## config.mk

```make
export PLATFORM = sky130hd
export DESIGN_NAME = gate_chain_pipe_flat
export DESIGN_NICKNAME = d
export VERILOG_FILES = /design/src/rtl/gate_chain_pkg.sv /design/src/rtl/gate_chain_if.sv /design/src/rtl/gate_chain_stage.sv /design/src/rtl/gate_chain_pipe.sv /design/src/flat_wrapper.sv
export SDC_FILE = /design/constraint.sdc
export NUM_CORES = 1
export LEC_CHECK = 0
export CORE_MARGIN = 10
export CORE_UTILIZATION = 45
export DETAILED_ROUTE_END_ITERATION = 8
export PLACE_DENSITY = 0.75
export SYNTH_ARGS = -nofsm -noshare
export SYNTH_HDL_FRONTEND = slang
export SYNTH_SLANG_ARGS = --single-unit
export TNS_END_PERCENT = 1
```

## constraint.sdc

```tcl
create_clock -name clk -period 1.6 [get_ports clk]
set_clock_uncertainty 0.1 [all_clocks]
set_input_delay 0.32 -clock clk [delete_from_list [all_inputs] [get_ports clk]]
set_output_delay 0.32 -clock clk [all_outputs]
set_load 0.005 [all_outputs]
```

## src/rtl/gate_chain_pkg.sv

```systemverilog
// gate_chain_pkg: op-codes and the two-input gate function
// shared by every gate_chain_pipe stage.
package gate_chain_pkg;

  typedef enum logic [1:0] {
    OP_NOR  = 2'b00,
    OP_NAND = 2'b01,
    OP_XOR  = 2'b10,
    OP_XNOR = 2'b11
  } op_e;

  function automatic logic apply_op(
    input op_e  op,
    input logic a,
    input logic b
  );
    logic r;
    unique case (op)
      OP_NOR:  r = ~(a | b);
      OP_NAND: r = ~(a & b);
      OP_XOR:  r = a ^ b;
      default: r = ~(a ^ b);
    endcase
    return r;
  endfunction

endpackage

```

## src/rtl/gate_chain_if.sv

```systemverilog
// gate_chain_if: valid/ready in and out channels of gate_chain_pipe.
// out_taps exists only when GATE_CHAIN_TAPS_EN is defined.
interface gate_chain_if #(
  parameter int N     = 4,
  parameter int CNT_W = 16
);
  import gate_chain_pkg::*;

  logic             in_valid;
  logic             in_ready;
  logic [N-1:0]     in_data;
  op_e              in_op;
  logic             out_valid;
  logic             out_ready;
  logic             out_result;
  logic [CNT_W-1:0] out_count;
`ifdef GATE_CHAIN_TAPS_EN
  logic [N-2:0]     out_taps;
`endif

  modport master (
    output in_valid, in_data, in_op, out_ready,
    input  in_ready, out_valid, out_result, out_count
`ifdef GATE_CHAIN_TAPS_EN
    , out_taps
`endif
  );

  modport slave (
    input  in_valid, in_data, in_op, out_ready,
    output in_ready, out_valid, out_result, out_count
`ifdef GATE_CHAIN_TAPS_EN
    , out_taps
`endif
  );

endinterface

```

## src/rtl/gate_chain_stage.sv

```systemverilog
// gate_chain_stage: one register stage k of the gate chain.
// Carries taps only when GATE_CHAIN_TAPS_EN is defined.
module gate_chain_stage
  import gate_chain_pkg::*;
#(
  parameter int N  = 4,
  parameter int K  = 0,
  parameter int RW = N - 1 - K
) (
  input  logic                        clk,
  input  logic                        rst,
  input  logic                        adv,
  input  logic                        v_i,
  input  op_e                         op_i,
  input  logic                        t_i,
  input  logic [RW-1:0]               rem_i,
`ifdef GATE_CHAIN_TAPS_EN
  input  logic [N-2:0]                taps_i,
  output logic [N-2:0]                taps_o,
`endif
  output logic                        v_o,
  output op_e                         op_o,
  output logic                        t_o,
  output logic [(RW>1?RW-2:0):0]      rem_o
);

  localparam int TW = N - 1;

  logic ld;
  logic t_new;
  logic v_q, v_d;
  logic t_q, t_d;
  op_e  op_q, op_d;

  // next state: shift on advance, payload only for real beats
  always_comb begin
    ld    = adv && v_i;
    t_new = apply_op(op_i, rem_i[0], t_i);
    v_d   = v_q;
    op_d  = op_q;
    t_d   = t_q;
    if (adv) v_d = v_i;
    if (ld) begin
      op_d = op_i;
      t_d  = t_new;
    end
  end

  // stage registers
  always_ff @(posedge clk) begin
    if (rst) begin
      v_q  <= 1'b0;
      op_q <= OP_NOR;
      t_q  <= 1'b0;
    end else begin
      v_q  <= v_d;
      op_q <= op_d;
      t_q  <= t_d;
    end
  end

  assign v_o  = v_q;
  assign op_o = op_q;
  assign t_o  = t_q;

  if (RW > 1) begin : g_rem
    logic [RW-2:0] rem_q, rem_d;

    // drop the input consumed here, keep the rest
    always_comb begin
      rem_d = rem_q;
      if (ld) rem_d = rem_i[RW-1:1];
    end

    // remaining-input register
    always_ff @(posedge clk) begin
      if (rst) rem_q <= '0;
      else     rem_q <= rem_d;
    end

    assign rem_o = rem_q;
  end else begin : g_last
    assign rem_o = 1'b0;
  end

`ifdef GATE_CHAIN_TAPS_EN
  logic [N-2:0] taps_q, taps_d;

  // bit K is always zero upstream, so OR inserts t[K]
  always_comb begin
    taps_d = taps_q;
    if (ld) taps_d = taps_i | (TW'(t_new) << K);
  end

  // tap register
  always_ff @(posedge clk) begin
    if (rst) taps_q <= '0;
    else     taps_q <= taps_d;
  end

  assign taps_o = taps_q;
`endif

endmodule

```

## src/rtl/gate_chain_pipe.sv

```systemverilog
// gate_chain_pipe: N-1 stage pipelined gate chain with global stall.
// Define GATE_CHAIN_TAPS_EN to expose registered taps on out_taps.
module gate_chain_pipe
  import gate_chain_pkg::*;
#(
  parameter int N     = 4,
  parameter int CNT_W = 16
) (
  input  logic         clk,
  input  logic         rst,
  gate_chain_if.slave  io
);

  localparam int L = N - 2;

  logic adv;
  logic rdy;
  logic last_v;
  logic xfer;
  logic [CNT_W-1:0] cnt_q, cnt_d;

  for (genvar k = 0; k < N - 1; k++) begin : g_st
    localparam int RW = N - 1 - k;
    localparam int OW = (RW > 1) ? RW - 1 : 1;

    logic          v_i, v_o;
    op_e           op_i, op_o;
    logic          t_i, t_o;
    logic [RW-1:0] rem_i;
    logic [OW-1:0] rem_o;
`ifdef GATE_CHAIN_TAPS_EN
    logic [N-2:0]  taps_i, taps_o;
`endif

    if (k == 0) begin : g_head
      assign v_i   = io.in_valid && rdy;
      assign op_i  = io.in_op;
      assign t_i   = io.in_data[0];
      assign rem_i = io.in_data[N-1:1];
`ifdef GATE_CHAIN_TAPS_EN
      assign taps_i = '0;
`endif
    end else begin : g_body
      assign v_i   = g_st[k-1].v_o;
      assign op_i  = g_st[k-1].op_o;
      assign t_i   = g_st[k-1].t_o;
      assign rem_i = g_st[k-1].rem_o;
`ifdef GATE_CHAIN_TAPS_EN
      assign taps_i = g_st[k-1].taps_o;
`endif
    end

    gate_chain_stage #(
      .N  (N),
      .K  (k),
      .RW (RW)
    ) u_stage (
      .clk   (clk),
      .rst   (rst),
      .adv   (adv),
      .v_i   (v_i),
      .op_i  (op_i),
      .t_i   (t_i),
      .rem_i (rem_i),
`ifdef GATE_CHAIN_TAPS_EN
      .taps_i(taps_i),
      .taps_o(taps_o),
`endif
      .v_o   (v_o),
      .op_o  (op_o),
      .t_o   (t_o),
      .rem_o (rem_o)
    );
  end

  logic tail_unused;
  assign tail_unused = ^{g_st[L].op_o, g_st[L].rem_o};

  assign last_v = g_st[L].v_o;
  assign adv    = io.out_ready || !last_v;
  assign rdy    = adv && !rst;
  assign xfer   = last_v && io.out_ready;

  // delivered-result counter, wraps naturally
  always_comb begin
    cnt_d = cnt_q;
    if (xfer) cnt_d = cnt_q + 1'b1;
  end

  // counter register
  always_ff @(posedge clk) begin
    if (rst) cnt_q <= '0;
    else     cnt_q <= cnt_d;
  end

  assign io.in_ready   = rdy;
  assign io.out_valid  = last_v;
  assign io.out_result = g_st[L].t_o;
  assign io.out_count  = cnt_q;
`ifdef GATE_CHAIN_TAPS_EN
  assign io.out_taps   = g_st[L].taps_o;
`endif

endmodule

```

## src/flat_wrapper.sv

```systemverilog
// flat-port wrapper written by rule: the top's interface ports become plain ports
module gate_chain_pipe_flat import gate_chain_pkg::*;
#(
  parameter int N     = 4,
  parameter int CNT_W = 16
)
  (clk, rst, io_in_valid, io_in_data, io_in_op, io_out_ready, io_in_ready, io_out_valid, io_out_result, io_out_count);
  gate_chain_if #(.N(N), .CNT_W(CNT_W)) io_i ();
  input  logic clk;
  input  logic rst;
  input wire logic [$bits(io_i.in_valid)-1:0] io_in_valid;
  input wire logic [$bits(io_i.in_data)-1:0] io_in_data;
  input wire logic [$bits(io_i.in_op)-1:0] io_in_op;
  input wire logic [$bits(io_i.out_ready)-1:0] io_out_ready;
  output wire logic [$bits(io_i.in_ready)-1:0] io_in_ready;
  output wire logic [$bits(io_i.out_valid)-1:0] io_out_valid;
  output wire logic [$bits(io_i.out_result)-1:0] io_out_result;
  output wire logic [$bits(io_i.out_count)-1:0] io_out_count;
  assign io_i.in_valid = io_in_valid;
  assign io_i.in_data = io_in_data;
  assign io_i.in_op = io_in_op;
  assign io_i.out_ready = io_out_ready;
  assign io_in_ready = io_i.in_ready;
  assign io_out_valid = io_i.out_valid;
  assign io_out_result = io_i.out_result;
  assign io_out_count = io_i.out_count;
  gate_chain_pipe #(.N(N), .CNT_W(CNT_W)) u_core (.clk(clk), .rst(rst), .io(io_i));
endmodule
```

==> metrics.yaml <==
timing:
  layout_worst_path_cycle_share: 0.976
  timing.setup.tns_ns: 0
  final-hold-violation-count: 0
  whs_ns: 0.382
  timing.slew.headroom: 0.793
  finalWorstPathRequiredPeriod_ns: 1.56
  slew_violations: 0
  achievable-frequency_mhz: 640
  setup_viol: 0
  rsz_0062_raised_after_global_routing: "yes"
  worst-slew-pin-transition_ns: 0.308
floorplanning:
  design.portCount: 29
  initial_core_util: 0.485
  die-area_mm2: 0.00566
  floorplan.die.height_um: 75.2
  row_count: 19
  fp.dieW_um: 75.2
  core_area_mm2: 0.00283
flow_run:
  timing.max_cap.violations: 0
detailed_routing:
  drtIter0Drc: 93
  detail_route.first_pass.iterations: 4
  wl_per_cell_um: 13.2
  drt-total-wl_mm: 3.20
  detail_route.vias_per_cell: 5.12
  dr_total_vias: 1243
  final_antenna_net_count: 0
  drc: 0
pwr:
  ir_drop_uv: 556
  p_leak_nw: 0.871
  report.power.total_w: 0.00132
  power_per_cell_area_mw_per_mm2: 694
cts:
  worst_skew_pair.late_latency_ns: 0.34
  cts-root-to-sink-buffers: 2
  cts.clk_slew.worst_paths_ns: 0.11
  tritoncts: "yes"
  tritoncts_num_sinks: 29
  numCtsBuffers: 5
  clock_tree.root_cell: "clkbuf_4"
  ctsHtreeMaxLevel: 2
  postCtsHoldBufs: 0
finish:
  final_cell_area_mm2: 0.00191
  final_nets: 228
  antenna_cells_inserted: 0
  stdcell_count: 243
  layout-area-overhead-vs-synth_pct: 39.1
  layout_cell_share_with_drive_strength_beyond_1: 0.302
setup_path:
  critPathKind: "flop to flop"
  worstSetupStartpointType: "flop"
  endpoint_kind: "flop"
  critPathRequiredTime_ns: 1.77
  reg2reg_depth: 4
  arrival_ns: 1.74
  path_max_fanout: 6
worst_hold_path:
  hold_path_class: "flop to flop"
  min_path_cells: 2
global_routing:
  grt_first_pass_wirelength_mm: 5.33
  maximum_number_of_pins_on_one_net_before_global_route_repair: 30
  number_of_global_route_vias_before_repair: 1239
  grt_resource_usage_total: 0.122
  grt_antenna_before_repair: 0
  grt-ovfl-total: 0
synthesis:
  synthesis.area_per_instance_um2: 8.73
  synth_sequential_area_ratio: 0.423
  ys.warnings.count: 0
  post_synth_design_cell_area_mm2: 0.00137
  synthFlopType: "dfxtp_1"
  synth_cells: 157
  async_flop_share: 0
  synth_fp_nets: 174
  synth.distinct_cells: 33
  synth_edf_count: 0
  yosys_register_bits: 29
placement:
  gp_congestion: 0.892
  postPlaceCellArea_mm2: 0.00185
  placed_cells: 234
  port_buffers: 28
  dp_wirelength_mm: 2.44
status:
  outcome: "finished clean"
[synth_stat cells (2+ instances only)]
| cell | instances | area [um2] |
|---|---|---|
| a211oi_1 | 7 | 52.6 |
| a21oi_1 | 14 | 70.1 |
| and4_1 | 2 | 17.5 |
| clkbuf_1 | 5 | 18.8 |
| dfxtp_1 | 29 | 581 |
| ha_1 | 7 | 87.6 |
| inv_1 | 6 | 22.5 |
| mux2_2 | 3 | 33.8 |
| nand2_1 | 17 | 63.8 |
| nand3_1 | 8 | 40.0 |
| nand4_1 | 4 | 25.0 |
| nor2_1 | 16 | 60.1 |
| nor2b_1 | 3 | 18.8 |
| o21ai_0 | 4 | 20.0 |
| or3_2 | 3 | 22.5 |
| xnor2_1 | 2 | 17.5 |
| xor2_1 | 11 | 96.3 |
[repair_timing]
action                                  in CTS  in global routing
pin swaps                                    4                  2
endpoints found under the setup margin      29                  4
setup buffers                                1                  0
hold endpoints to repair                     0                  0
resized for setup                           40                  2
[critical path: stages (launching register included)]
cell and delay (ns):
dfxtp_2 0.35, and4_4 0.27, nand4_1 0.13, or4_1 0.52, a21oi_1 0.13
[metal layers]
layer	global-route usage	vias up	part of all wire
met5	0	-	0
met4	0.0536	0	0.017
met3	0.0552	4	0.054
met2	0.197	24	0.48
met1	0.135	565	0.45
li1	-	650	-
[cell usage in the layout (no fill, tap or decap), types with 2 or more instances in the layout]
master,count
nor2_1,15
xnor2_1,2
nor2b_1,3
dlygate4sd2_1,18
nand4_1,4
clkbuf_4,5
nand2_1,17
or3_2,3
clkdlybuf4s50_1,8
dfxtp_1,13
nand3_1,8
buf_4,26
xor2_1,11
a211oi_1,7
mux2_2,3
o21ai_0,4
dfxtp_2,15
ha_1,7
a21oi_1,14
inv_1,6
clkinv_2,2
[report_power, final]
group / total (W) / leakage [nW] / internal [W] / switching (W)
Combinational: 0.000140 / 0.595 / 0.0000757 / 0.0000638
Clock: 0.000427 / 0.0320 / 0.000167 / 0.000260
Sequential: 0.000756 / 0.244 / 0.000740 / 0.0000166
Total: 0.00132 / 0.871 / 0.000982 / 0.000341
[path summary, 6_finish.rpt]
kind	to	from	slack [ns]
worst max-delay path	u_core.io.out_count[15]	u_core.io.out_count[3]	0.04
worst min-delay path	u_core.g_st[1].u_stage.rem_o	u_core.g_st[0].u_stage.rem_o[1]	0.38
worst max register to register	u_core.io.out_count[15]	u_core.io.out_count[3]	0.04
worst min register to register	u_core.g_st[1].u_stage.rem_o	u_core.g_st[0].u_stage.rem_o[1]	0.38
[cell type report]
class / count / area [um2]
fill: 225 / 922
multi-input combinational: 115 / 741
sequential: 29 / 603
timing repair buffer: 54 / 450
clock buffer: 6 / 41.3
tap: 31 / 38.8
inverter: 6 / 22.5
clock inverter: 2 / 10.0
[stage by stage]
stage / util / worst slack, ns
CTS: 0.673 / 0.00404
global route: 0.674 / -0.0286
detailed placement: 0.652 / -0.518
global placement: 0.652 / -0.488
finish: 0.674 / 0.0381
floorplan: - / -0.0193
[kinds of logic after synthesis]
kind of cell | synth area share
compound gates | 0.128
xor+xnor | 0.0830
fa+ha+maj | 0.0639
buf+inv | 0.0420
flops | 0.423
mux | 0.0246
simple gates | 0.235
[sequential cells by signal (all words and copies together), names as in the netlist]
register,count
u_core.io.out_count,16
u_core.g_st.u_stage.op_o,4
u_core.g_st.u_stage.rem_o,3
u_core.g_st.u_stage.v_o,3
u_core.g_st.u_stage.t_o,3
No activity file was read; power rests on OpenSTA's default activity.
